$ cat config.mk
export PLATFORM = sky130hd
export DESIGN_NAME = ov2640_config_sequencer
export DESIGN_NICKNAME = d
export VERILOG_FILES = /design/src/rtl/ov2640_config_sequencer.sv
export SDC_FILE = /design/constraint.sdc
export NUM_CORES = 1
export LEC_CHECK = 0
export BUFFER_PORTS_ARGS = -buffer_cell sky130_fd_sc_hd__buf_2
export CAP_MARGIN = 5
export CORE_ASPECT_RATIO = 1.4
export CORE_UTILIZATION = 53
export CTS_BUF_LIST = sky130_fd_sc_hd__clkbuf_8 sky130_fd_sc_hd__clkbuf_16
export CTS_CLUSTER_SIZE = 25
export DETAILED_ROUTE_END_ITERATION = 6
export PLACE_DENSITY_LB_ADDON = 0.3
export SLEW_MARGIN = 20
export SYNTH_ARGS = -nofsm -noshare
export SYNTH_HDL_FRONTEND = slang
export SYNTH_SLANG_ARGS = --single-unit
$ cat constraint.sdc
create_clock -name clk -period 2.95 [get_ports clk]
set_input_delay 0.295 -clock clk [delete_from_list [all_inputs] [get_ports clk]]
set_output_delay 0.295 -clock clk [all_outputs]
set_load 0.03 [all_outputs]
$ cat src/rtl/ov2640_config_sequencer.sv
// OV2640 power-up and register-table sequencer.
// Walks a command table and hands writes to an SCCB master.
module ov2640_config_sequencer #(
    parameter int CLKS_PER_MS = 50000,
    parameter int PWRUP_MS    = 2,
    parameter int BOOT_MS     = 5,
    parameter int AW          = 8
) (
    input  logic          clk,
    input  logic          rst_n,
    input  logic          resend,
    output logic [AW-1:0] cmd_addr,
    input  logic [15:0]   cmd_data,
    output logic          sccb_send,
    output logic [7:0]    sccb_rega,
    output logic [7:0]    sccb_value,
    input  logic          sccb_taken,
    output logic          config_finished,
    output logic          cam_reset,
    output logic          cam_pwdn
);

    localparam int PW_CYC = PWRUP_MS * CLKS_PER_MS;
    localparam int BT_CYC = BOOT_MS * CLKS_PER_MS;
    localparam int DL_MAX = 255 * CLKS_PER_MS;
    localparam int MAX_AB = (PW_CYC > BT_CYC) ? PW_CYC : BT_CYC;
    localparam int MAXC   = (MAX_AB > DL_MAX) ? MAX_AB : DL_MAX;
    localparam int CW     = $clog2(MAXC + 1);

    typedef enum logic [2:0] {
        PWRUP, BOOT, FETCH, WAIT_ROM, DECODE, SEND, DELAY, DONE
    } state_t;

    state_t        state;
    logic [CW-1:0] cnt;
    logic          pending;
    logic          is_end;
    logic          is_dly;
    logic          adv;
    logic          to_done;
    logic          restart;

    // Decide whether this cycle advances, finishes or restarts the table.
    always_comb begin
        is_end  = (cmd_data == 16'hFFFF);
        is_dly  = (cmd_data[15:8] == 8'hFE);
        adv     = 1'b0;
        to_done = 1'b0;
        restart = 1'b0;
        if (state == SEND && sccb_taken)
            adv = 1'b1;
        if (state == DELAY && cnt == CW'(1))
            adv = 1'b1;
        if (state == DECODE && is_dly && cmd_data[7:0] == 8'h00)
            adv = 1'b1;
        if (state == DECODE && is_end)
            to_done = 1'b1;
        if (adv && cmd_addr == '1)
            to_done = 1'b1;
        if (to_done && (pending || resend))
            restart = 1'b1;
        if (state == DONE && resend)
            restart = 1'b1;
    end

    // Main sequencer with registered outputs.
    always_ff @(posedge clk or negedge rst_n) begin
        if (!rst_n) begin
            state           <= PWRUP;
            cnt             <= '0;
            cmd_addr        <= '0;
            sccb_send       <= 1'b0;
            sccb_rega       <= 8'h00;
            sccb_value      <= 8'h00;
            config_finished <= 1'b0;
            cam_pwdn        <= 1'b1;
            cam_reset       <= 1'b0;
            pending         <= 1'b0;
        end else begin
            if (restart)
                pending <= 1'b0;
            else if (resend && state != DONE)
                pending <= 1'b1;

            if (restart) begin
                state           <= FETCH;
                cmd_addr        <= '0;
                cnt             <= '0;
                sccb_send       <= 1'b0;
                config_finished <= 1'b0;
            end else if (to_done) begin
                state           <= DONE;
                cnt             <= '0;
                sccb_send       <= 1'b0;
                config_finished <= 1'b1;
            end else if (adv) begin
                state     <= FETCH;
                cnt       <= '0;
                sccb_send <= 1'b0;
                cmd_addr  <= cmd_addr + 1'b1;
            end else begin
                case (state)
                    PWRUP: begin
                        if (cnt == CW'(PW_CYC - 1)) begin
                            cnt       <= '0;
                            cam_pwdn  <= 1'b0;
                            cam_reset <= 1'b1;
                            state     <= BOOT;
                        end else begin
                            cnt <= cnt + 1'b1;
                        end
                    end
                    BOOT: begin
                        if (cnt == CW'(BT_CYC - 1)) begin
                            cnt      <= '0;
                            cmd_addr <= '0;
                            state    <= FETCH;
                        end else begin
                            cnt <= cnt + 1'b1;
                        end
                    end
                    FETCH:    state <= WAIT_ROM;
                    WAIT_ROM: state <= DECODE;
                    DECODE: begin
                        if (is_dly) begin
                            cnt   <= CW'(cmd_data[7:0]) * CW'(CLKS_PER_MS);
                            state <= DELAY;
                        end else begin
                            sccb_rega  <= cmd_data[15:8];
                            sccb_value <= cmd_data[7:0];
                            sccb_send  <= 1'b1;
                            state      <= SEND;
                        end
                    end
                    DELAY:   cnt <= cnt - 1'b1;
                    default: ;
                endcase
            end
        end
    end

endmodule

==> reports/metrics.yaml <==
run_status:
  status: "finished with violations"
  violations: "setup timing"
clock_tree:
  clkTransAtPathRegs_ns: 0.08
  clockBufferDepth: 2
  cts_tree: "yes"
  h-tree-depth: 2
  clock_sinks: 56
  worstSkewPairLatency_ns: 0.30
  cts-root-buf: "clkbuf_16"
  cts_buffers: 5
sta:
  setup_ws_ns: -0.5469
  max_clock_freq_mhz: 286.0
  drv_slew: 0
  rsz0062_at_grt: "yes"
  finalCritPeriodShare_pct: 118.5
  setup_viol: 10
  period_needed_ns: 3.497
  relSlewSlack_pct: 54.86
  hold_viol_final: 0
  worst_slew_pin_slew_ns: 0.6758
  finalClockSkew_ns: 0.005685
  setup_tns_ns: -3.870
worst_setup_path:
  crit_type: "in2reg"
  crit_arrival_ns: 3.69
  crit_path_max_fanout: 3
  r2r_start: "cnt[10]"
  worst-endpoint-required_ns: 3.14
  cp-end-kind: "flop"
  crit_path_max_incr_delay_ns: 0.63
  path_cells: "buf_8 -> buf_6 -> ha_4 -> fa_1 -> fa_1 -> ha_4 -> ha_4 -> o21a_4 -> a2111oi_4 -> nor2_4 -> buf_6 -> mux2i_1 -> a31oi_1 -> o311a_1"
  rrSetupSlack_ns: 0.11
  slowest_stage: "fa_1"
  worstRegToRegCells: 7
  crit_path_frequent_cell: "ha_4"
  rr_endpoint: "cmd_addr[4]"
  cp-start-kind: "primary input"
floorplanning:
  dieArea_um2: 11020
  fp.dieW_um: 89.01
  coreArea_um2: 10350
  die_h_um: 123.8
  initial_core_util_pct: 54.27
  ios: 48
  rows: 44
power:
  p_int_mw: 3.444
  switchingPower_mw: 3.387
  p_leak_nw: 3.254
  combinationalPowerShare_pct: 71.5
  swShare_pct: 49.58
  max-vdd-ir-drop_mv: 0.5963
  pwr-share-seq_pct: 19.3
  clock_power_share_pct: 9.2
  power.density_nw_per_um2: 950.5
final_layout:
  drive_gt1_share_pct: 31.17
  num_antenna_cells: 0
  area_growth_pct: 27.96
  fin_cells: 924
  nNetsFinal: 878
drt:
  dr.first_iter.drc_count: 644
  m1WireLength_um: 6855
  via_per_inst: 6.372
  drcViolationCount: 0
  wl_per_cell_um: 20.14
  routed_wl_um: 18610
  vias: 5888
  route.met2.wl_um: 9814
  top_layer_used: "met4"
  first_pass_iters: 7
  ant_nets: 0
  dr_wl_met3_um: 1007
place:
  hpwlAfterDp_um: 13880
  io_buffers: 47
  place_congestion: 0.9709
  dpl.cell_count: 908
synth:
  synth_area_leaders: "dfrtp_1 25%, ha_1 14%, nor2_1 4.5%"
  synth_top_area_share_pct: 24.50
  synth-seq-area-share_pct: 24.97
  synth_area_leader_cell: "dfrtp_1"
  synth_cell_types: 75
  ys_top_cells_by_count: "67 x nor2_1, 61 x ha_1, 55 x dfrtp_1"
  syn-instance-count: 663
  synthesis.area_um2: 5617
  async_reset_ff_share_pct: 100.0
  synth_most_common_cell: "nor2_1"
  ys_seq_elements: 56
  yosys_warnings: 0
  synth_flop_cell: "dfrtp_1"
  synth_area_per_cell_um2: 8.472
  synth-edff-count: 0
  syn-num-nets: 756
grt:
  grt_usage_pct: 34.50
  antenna_found_initial: 0
  grt_pass1_wl_um: 28710
  grt_remaining_overflow: 0
  grt_max_degree: 44
  grt_pass1_vias: 5796
run:
  cap_violations: 0
worst_hold_path:
  hp-class: "in2async"
==> area by class of cell <==
cell class	count	area [um^2]
timing repair buffer	154	1085
clock inverter	3	20.02
inverter	21	78.83
sequential	56	1403
tap	138	172.7
fill	857	3163
multi-input combinational	547	4303
clock buffer	5	125.1
==> power groups by stage <==
stage,sequential [mW],clock (mW),combinational [mW]
floorplan,1.48,0,2.76
global placement,1.30,0,4.34
detailed placement,1.32,0,4.41
CTS,1.31,0.634,4.61
global route,1.36,0.665,5.24
finish,1.32,0.628,4.88
==> state kept, by name (all words and copies together), names as in the netlist <==
signal and flops:
sccb_value 8, sccb_rega 8, config_finished 1, cmd_addr 8, sccb_send 1, cam_pwdn 1
cam_reset 1, pending 1, state 3, cnt 24
==> worst max-delay path, delay by kind of cell <==
family	cells	cell delay [ns]
mux	1	0.13
buf+inv	3	0.35
fa+ha+maj	5	1.85
compound gates	4	0.98
simple gates	1	0.08
==> cell usage in the layout, fill, tap and decap left out, drive strengths merged, types with 9 or more instances in the layout <==
cell type and n:
xnor2 17, and2 9, nor3 23, nand3 35, ha 61, a211oi 12, or2 10, dfrtp 55
nor2 68, a31oi 9, mux2 17, a21oi 39, buf 154, fa 12, inv 22, nand4 9
nand2 38, nor4 10, o21ai 46, and3 17
==> metal layers <==
| layer | vias to the layer above | track usage, % |
|---|---|---|
| li1 | 2694 | - |
| met3 | 72 | 4.639 |
| met1 | 2843 | 38.11 |
| met5 | - | 0 |
| met2 | 279 | 63.61 |
| met4 | 0 | 17.36 |
==> what timing repair did <==
item / 4_1_cts / 5_1_grt
gates resized for setup: 22 / 26
hold buffers: 0 / 0
pin swaps: 20 / 34
setup endpoints to repair: 11 / 13
hold endpoints to repair: 0 / 0
setup buffers: 6 / 3
==> how the worst max path moves through the flow <==
stage | start | depth (start not counted) | endpoint
2_1_floorplan | cmd_data[4] | 14 | cnt[23]
3_3_place_gp | cmd_data[4] | 16 | cnt[21]
3_5_place_dp | cmd_data[4] | 16 | cnt[21]
4_1_cts | cmd_data[4] | 15 | cnt[18]
5_1_grt | cmd_data[4] | 14 | cnt[21]
6_report | cmd_data[4] | 14 | cnt[21]
==> cell families (layout without fill, tap and decap cells) <==
family | after synthesis | count (layout) | synth area share, %
simple gates | 253 | 253 | 23.50
compound gates | 175 | 175 | 20.34
fa+ha+maj | 73 | 73 | 17.87
buf+inv | 60 | 183 | 4.567
flops | 56 | 56 | 24.97
mux | 24 | 24 | 5.324
xor+xnor | 22 | 22 | 3.431
==> metrics by stage <==
step                area, um^2  hold slack [ns]  utilization (%)  worst slack, ns  power, mW
finish                    7187         0.005193            69.44          -0.5469      6.831
global route              7187          0.04742            69.44          -0.6261      7.258
CTS                       7068           0.2235            68.29          -0.4646      6.556
detailed placement        6756           0.4664            65.28          -0.8515      5.736
global placement          6756           0.4446            65.28          -0.7862      5.641
floorplan                 5771       -0.0005911                -          -0.4822      4.236
No activity file was read; power rests on OpenSTA's default activity.
